$ cat config.mk
export PLATFORM = sky130hd
export DESIGN_NAME = pipe_ctrl
export DESIGN_NICKNAME = d
export VERILOG_FILES = /design/src/rtl/pipe_ctrl_pkg.sv /design/src/rtl/pipe_ctrl_timeout_cnt.sv /design/src/rtl/pipe_ctrl.sv
export SDC_FILE = /design/constraint.sdc
export NUM_CORES = 1
export LEC_CHECK = 0
export BUFFER_PORTS_ARGS = -buffer_cell sky130_fd_sc_hd__buf_4
export CAP_MARGIN = 40
export CORE_AREA = 2 2 73 75
export CTS_BUF_LIST = sky130_fd_sc_hd__clkbuf_4 sky130_fd_sc_hd__clkbuf_8
export DETAILED_ROUTE_END_ITERATION = 6
export DIE_AREA = 0 0 75 77
export PLACE_DENSITY = 0.85
export REMOVE_ABC_BUFFERS = 1
export SETUP_SLACK_MARGIN = 0.3
export SYNTH_ARGS = -nofsm -noshare
export SYNTH_HDL_FRONTEND = slang
export SYNTH_SLANG_ARGS = --single-unit
export TNS_END_PERCENT = 50
$ cat constraint.sdc
create_clock -name clk -period 1.6 [get_ports clk]
set_input_delay 0.32 -clock clk [delete_from_list [all_inputs] [get_ports clk]]
set_output_delay 0.32 -clock clk [all_outputs]
set_load 0.02 [all_outputs]
$ cat src/rtl/pipe_ctrl_pkg.sv
// pipe_ctrl_pkg: shared bus defines for the pipeline controller.
//   - Hold levels (Hold_None < Hold_Pc < Hold_If < Hold_Id). A higher level
//     freezes more of the front end.
//   - Bus widths: Hold_Flag_Bus (3 bits) and InstAddrBus (32 bits).
//   - Controller FSM state encoding (RUN / PEND / FLUSH).
package pipe_ctrl_pkg;

  localparam int HOLD_FLAG_W = 3;
  localparam int INST_ADDR_W = 32;
  localparam int STATE_W     = 2;
  localparam int FLUSH_CNT_W = 3;

  // Hold levels. The numeric order is meaningful: the merged hold is the
  // highest level requested by any source.
  localparam logic [HOLD_FLAG_W-1:0] Hold_None = 3'b000;
  localparam logic [HOLD_FLAG_W-1:0] Hold_Pc   = 3'b001;
  localparam logic [HOLD_FLAG_W-1:0] Hold_If   = 3'b010;
  localparam logic [HOLD_FLAG_W-1:0] Hold_Id   = 3'b011;

  // Controller states.
  localparam logic [STATE_W-1:0] ST_RUN   = 2'd0;
  localparam logic [STATE_W-1:0] ST_PEND  = 2'd1;
  localparam logic [STATE_W-1:0] ST_FLUSH = 2'd2;

endpackage

$ cat src/rtl/pipe_ctrl_timeout_cnt.sv
// ctrl_timeout_cnt: bus-hold watchdog.
//   clk       in  : clock, rising edge
//   rst       in  : synchronous active-low reset
//   hold_i    in  : bus arbiter is holding the PC this cycle
//   timeout_o out : one-cycle pulse in the TIMEOUT_CYCLES-th consecutive
//                   hold cycle; no further pulses until hold_i drops
// Only instantiated when CTRL_BUS_TIMEOUT_EN is defined.
module ctrl_timeout_cnt #(
  parameter int unsigned TIMEOUT_CYCLES = 255
) (
  input  logic clk,
  input  logic rst,
  input  logic hold_i,
  output logic timeout_o
);

  localparam logic [15:0] Limit = 16'(TIMEOUT_CYCLES);

  logic [15:0] cnt_q;
  logic [15:0] cnt_d;

  // cnt_q counts completed hold cycles; it saturates at Limit so the pulse
  // cannot repeat during one long hold.
  always_comb begin
    cnt_d = cnt_q;
    if (!hold_i) begin
      cnt_d = 16'd0;
    end else if (cnt_q != Limit) begin
      cnt_d = cnt_q + 16'd1;
    end
  end

  always_ff @(posedge clk) begin
    if (!rst) begin
      cnt_q <= 16'd0;
    end else begin
      cnt_q <= cnt_d;
    end
  end

  // The current hold cycle is number cnt_q + 1.
  assign timeout_o = hold_i && (cnt_q == Limit - 16'd1);

endmodule

$ cat src/rtl/pipe_ctrl.sv
// pipe_ctrl: pipeline controller. Merges stall sources into one hold level,
// issues PC redirects (interrupt beats jump), defers a redirect while the bus
// holds the PC, and keeps Hold_Id up for FLUSH_CYCLES extra cycles after each
// issued redirect to squash stale fetch slots.
// Ports:
//   clk, rst (sync, active-low)
//   jump_flag_i/jump_addr_i   : execute redirect request / target
//   hold_ex_i                 : execute multi-cycle stall
//   hold_rib_i                : bus arbiter holds the PC
//   int_assert_i/int_addr_i   : interrupt redirect request / target
//   halt_i                    : debug halt
//   hold_flag_o               : merged hold level
//   jump_flag_o/jump_addr_o   : PC load strobe / value (combinational)
//   bus_timeout_o             : bus-hold watchdog pulse
//   dbg_state_o               : current FSM state, for observation only
// Parameters: FLUSH_CYCLES (0..7), TIMEOUT_CYCLES (1..65535).
// Build option: CTRL_BUS_TIMEOUT_EN enables the bus-hold watchdog; without it
// bus_timeout_o is tied low.
//
// Handshake note: there is no backpressure on redirects. A redirect input is
// consumed in the cycle it is seen; if hold_rib_i is high it is parked in
// pend_addr (newest request wins) and issued in the first cycle hold_rib_i is
// low, where a fresh redirect request in that cycle takes precedence.
module pipe_ctrl
  import pipe_ctrl_pkg::*;
#(
  parameter int unsigned FLUSH_CYCLES   = 1,
  parameter int unsigned TIMEOUT_CYCLES = 255
) (
  input  logic                   clk,
  input  logic                   rst,
  input  logic                   jump_flag_i,
  input  logic [INST_ADDR_W-1:0] jump_addr_i,
  input  logic                   hold_ex_i,
  input  logic                   hold_rib_i,
  input  logic                   int_assert_i,
  input  logic [INST_ADDR_W-1:0] int_addr_i,
  input  logic                   halt_i,
  output logic [HOLD_FLAG_W-1:0] hold_flag_o,
  output logic                   jump_flag_o,
  output logic [INST_ADDR_W-1:0] jump_addr_o,
  output logic                   bus_timeout_o,
  output logic [STATE_W-1:0]     dbg_state_o
);

  localparam logic [FLUSH_CNT_W-1:0] FlushLoad = FLUSH_CNT_W'(FLUSH_CYCLES);

  logic [STATE_W-1:0]     state_q, state_d;
  logic [INST_ADDR_W-1:0] pend_addr_q, pend_addr_d;
  logic [FLUSH_CNT_W-1:0] flush_cnt_q, flush_cnt_d;

  logic                   redir_req;
  logic [INST_ADDR_W-1:0] redir_addr;

  assign redir_req  = int_assert_i | jump_flag_i;
  assign redir_addr = int_assert_i ? int_addr_i : jump_addr_i;

  always_comb begin
    state_d     = state_q;
    pend_addr_d = pend_addr_q;
    flush_cnt_d = flush_cnt_q;
    jump_flag_o = 1'b0;
    jump_addr_o = '0;

    if (state_q == ST_PEND) begin
      if (hold_rib_i) begin
        if (redir_req) begin
          pend_addr_d = redir_addr;
        end
      end else begin
        jump_flag_o = 1'b1;
        jump_addr_o = redir_req ? redir_addr : pend_addr_q;
      end
    end else if (redir_req) begin
      // RUN and FLUSH treat a new redirect identically.
      if (hold_rib_i) begin
        pend_addr_d = redir_addr;
        state_d     = ST_PEND;
      end else begin
        jump_flag_o = 1'b1;
        jump_addr_o = redir_addr;
      end
    end else if (state_q == ST_FLUSH) begin
      if (flush_cnt_q <= FLUSH_CNT_W'(1)) begin
        state_d = ST_RUN;
      end else begin
        flush_cnt_d = flush_cnt_q - FLUSH_CNT_W'(1);
      end
    end

    // Every issued redirect (re)starts the flush window.
    if (jump_flag_o) begin
      if (FLUSH_CYCLES == 0) begin
        state_d = ST_RUN;
      end else begin
        state_d     = ST_FLUSH;
        flush_cnt_d = FlushLoad;
      end
    end
  end

  always_ff @(posedge clk) begin
    if (!rst) begin
      state_q     <= ST_RUN;
      pend_addr_q <= '0;
      flush_cnt_q <= '0;
    end else begin
      state_q     <= state_d;
      pend_addr_q <= pend_addr_d;
      flush_cnt_q <= flush_cnt_d;
    end
  end

  // A pending redirect being issued implies state PEND, so the PEND term
  // already covers that case.
  always_comb begin
    if (redir_req || hold_ex_i || (state_q != ST_RUN)) begin
      hold_flag_o = Hold_Id;
    end else if (hold_rib_i || halt_i) begin
      hold_flag_o = Hold_Pc;
    end else begin
      hold_flag_o = Hold_None;
    end
  end

  assign dbg_state_o = state_q;

`ifdef CTRL_BUS_TIMEOUT_EN
  ctrl_timeout_cnt #(
    .TIMEOUT_CYCLES(TIMEOUT_CYCLES)
  ) u_timeout_cnt (
    .clk      (clk),
    .rst      (rst),
    .hold_i   (hold_rib_i),
    .timeout_o(bus_timeout_o)
  );
`else
  assign bus_timeout_o = 1'b0;
`endif

endmodule

==> results.cfg <==
[placement]
pre_cts_ws_ns = -0.278
place.gp.congestion = 0.729
number_of_buffers_inserted_by_port_buffering = 107
post-place-cells = 424
place_hpwl_um = 4570

[final_layout]
flow.area_growth_from_synthesis_pct = 57.1
fillers = 389
final_core_utilization = 0.740
final_nets = 452
antenna-diode-count = 0
post_route_non_filler_standard_cell_count = 450
drive_above_1_share = 0.521

[global_route]
grt.met2_usage = 0.434
first_global_vias = 2429
grt_start_max_net_pins = 66
globalRoute.busiestLayer = met2
grt_use_total = 0.238
grt_util_met1 = 0.282
grt_first_pass_wirelength_um = 11100
m3_gr_usage = 0.0434
overflow = 0
antenna_found_initial = 0

[clock_tree]
numCtsBuffers = 5
holdBufCountCts = 0
tritoncts = done
numClockSinks = 37
cts_max_level = 2
deepest_clock_path_buffer_count = 2
worst_skew_pair_later_pin_latency_ns = 0.28
clock_edge_transition_at_the_registers_on_the_reported_setup_and_hold_paths_ns = 0.07
clock-root-buffer = sky130_fd_sc_hd__clkbuf_8

[yosys]
synth.yosys.warnings = 0
yosysSeqAreaShare = 0.316
ys_async_sr_fraction = 0
netlist_top_cells_area = sky130_fd_sc_hd__dfxtp_1 32%, sky130_fd_sc_hd__a222oi_1 14%, sky130_fd_sc_hd__mux2i_1 14%
synth_top_cells_by_count = 39 x sky130_fd_sc_hd__nor2_1, 37 x sky130_fd_sc_hd__dfxtp_1, 34 x sky130_fd_sc_hd__nand2_1
synth_area_per_cell_um2 = 8.98
netlist_instances = 261
yosysMostFrequentCell = sky130_fd_sc_hd__nor2_1
postSynth.topFlopCell = sky130_fd_sc_hd__dfxtp_1
largest_area_contributor_in_the_synthesized_netlist = sky130_fd_sc_hd__dfxtp_1
ys_ff_latch = 37
mappedNetlistArea_um2 = 2340
synth_edf_count = 0
yosys.cell_types.count = 30
yosysTopAreaCellShare = 0.316

[sta]
setup_violations = 35
timing.final.hold_violations = 0
post-route-min-period_ns = 1.93
worst_slew_pin_slew_ns = 0.823
relSlewSlack = 0.451
slew_violations = 0
finalCritPeriodShare = 1.20
finalWorstSetupSlack_ns = -0.326
finClkSkew_ns = 0.00105
clock.fmax_mhz = 519
grt_setup_unrepaired = yes

[floorplan]
core_area_um2 = 4980
die_h_um = 77
design.die.area_um2 = 5780
fp-row-count = 26
io-pin-count = 110
die_x_um = 75
starting_density = 0.471

[critical_path]
startpoint_type = flip-flop
worst_r2r_path_depth = 12
r2r_start = dbg_state_o[0]
bufs_and_invs_on_worst_path = 2
cpLargestDelayFamily = simple AND/OR/NAND/NOR gates
worst-r2r-setup-slack_ns = -0.11
required_ns = 1.28
critical-path-slowest-cell = sky130_fd_sc_hd__dfxtp_2
slowest_stage_delay_cp_ns = 0.32
class_of_the_most_critical_setup_path = flip-flop to primary output
crit_arrival_ns = 1.61
critical_path.reg2reg.endpoint = dbg_state_o[1]
cp-end-kind = primary output
worst-path-max-fanout = 7
cp_cell_instances = nor2b_4 -> and2_4 -> buf_8 -> a222oi_1 -> nor2_1 -> buf_4

[drt]
drtIter0Drc = 241
detail_route.wl_per_cell_um = 16.2
vias_per_cell = 5.81
postRouteWirelength_um = 7300
detail_route.first_pass.iterations = 7
post_route_antenna_net_violation_count = 0
vias = 2614
route.detailed.drc = 1

[power]
fin_total_pwr_w = 0.00255
pwr_density_cell_nw_per_um2 = 692
worst_ir_drop_on_vdd_v = 0.000381
total_leakage_power_nw = 1.93

[run_status]
failing_checks = design-rule violations, negative setup slack
status = finished with violations

[worst_hold_path]
worst_hold_path.endpoint = pend_addr_q[31]
hp-start = jump_addr_i[31]
hold-path-cell-count = 4
hold_class = input port to flip-flop

[job]
cap_violations = 0
[registers in the layout (all words and copies together) (netlist names)]
register	cells
dbg_state_o	2
flush_cnt_q	3
pend_addr_q	32
[cells in the final DEF, fill, tap and decap left out, types with 3 or more instances in the layout]
master / n
sky130_fd_sc_hd__buf_6: 13
sky130_fd_sc_hd__dfxtp_2: 3
sky130_fd_sc_hd__buf_4: 122
sky130_fd_sc_hd__a222oi_1: 32
sky130_fd_sc_hd__mux2i_1: 32
sky130_fd_sc_hd__clkbuf_8: 7
sky130_fd_sc_hd__nand2_1: 3
sky130_fd_sc_hd__nand2_2: 31
sky130_fd_sc_hd__buf_8: 3
sky130_fd_sc_hd__o211a_1: 32
sky130_fd_sc_hd__dfxtp_1: 34
sky130_fd_sc_hd__nor2_1: 37
sky130_fd_sc_hd__and2_4: 3
[power by group]
group | leakage, nW | internal, W | switching (W)
Sequential | 0.308 | 0.000991 | 0.0000441
Combinational | 1.57 | 0.000421 | 0.000384
Clock | 0.0542 | 0.000389 | 0.000318
Total | 1.93 | 0.00180 | 0.000746
[worst min-delay path: stages]
cell and delay, ns:
sky130_fd_sc_hd__buf_4 0.08, sky130_fd_sc_hd__mux2i_1 0.05, sky130_fd_sc_hd__nand2_1 0.06, sky130_fd_sc_hd__o211a_1 0.12
[timing repair]
action	in CTS	in global routing
endpoints found under the setup margin	72	73
pin swaps	41	61
buffers inserted	12	3
cloned	2	1
gates resized for setup	41	31
[kinds of logic (layout without fill, tap and decap cells)]
logic type | Yosys count | in the layout | synth area share
AOI/OAI and AO/OA | 72 | 72 | 0.299
xor gates and xnor gates | 2 | 2 | 0.00747
adders and majority gates | 2 | 2 | 0.0107
buffers and inverters | 34 | 152 | 0.0854
DFF | 37 | 37 | 0.316
muxes | 32 | 32 | 0.137
other | 1 | 2 | 0.00160
and+or+nand+nor | 81 | 81 | 0.143
[per-layer routing]
layer,wire length (um),up-vias,part of all wire
met2,3850,134,0.53
met3,539,6,0.074
li1,-,1227,-
met4,75,0,0.010
met5,0,-,0
met1,2840,1247,0.39
[how the worst max path moves through the flow]
stage	from	end	slack, ns	depth (start not counted)
CTS	dbg_state_o[0]	jump_addr_o[28]	-0.33	6
finish	dbg_state_o[0]	jump_addr_o[30]	-0.33	6
detailed placement	int_assert_i	jump_addr_o[26]	-0.28	6
floorplan	jump_flag_i	jump_addr_o[0]	-0.63	3
global route	dbg_state_o[0]	jump_addr_o[4]	-0.40	6
global placement	int_assert_i	jump_addr_o[26]	-0.60	5
[stage by stage]
step | TNS [ns] | instance area (um2) | hold WS (ns)
2_1_floorplan | -20.25 | 2160 | 0.442
3_3_place_gp | -21.41 | 3170 | 0.481
4_1_cts | -8.32 | 3560 | 0.388
3_5_place_dp | -9.91 | 3180 | 0.490
5_1_grt | -11.59 | 3680 | 0.396
6_report | -8.63 | 3680 | 0.393
[area by class of cell]
class / count / area, um2 / share of cell area
clock buffers: 7 / 96.3 / 0.0262
clock inverters: 1 / 5.00 / 0.00136
inverters: 3 / 11.3 / 0.00306
multi-input cells: 191 / 1550 / 0.421
flip-flops and latches: 37 / 744 / 0.202
well taps: 70 / 87.6 / 0.0238
repair buffers: 141 / 1190 / 0.322
No activity file was read; power rests on OpenSTA's default activity.
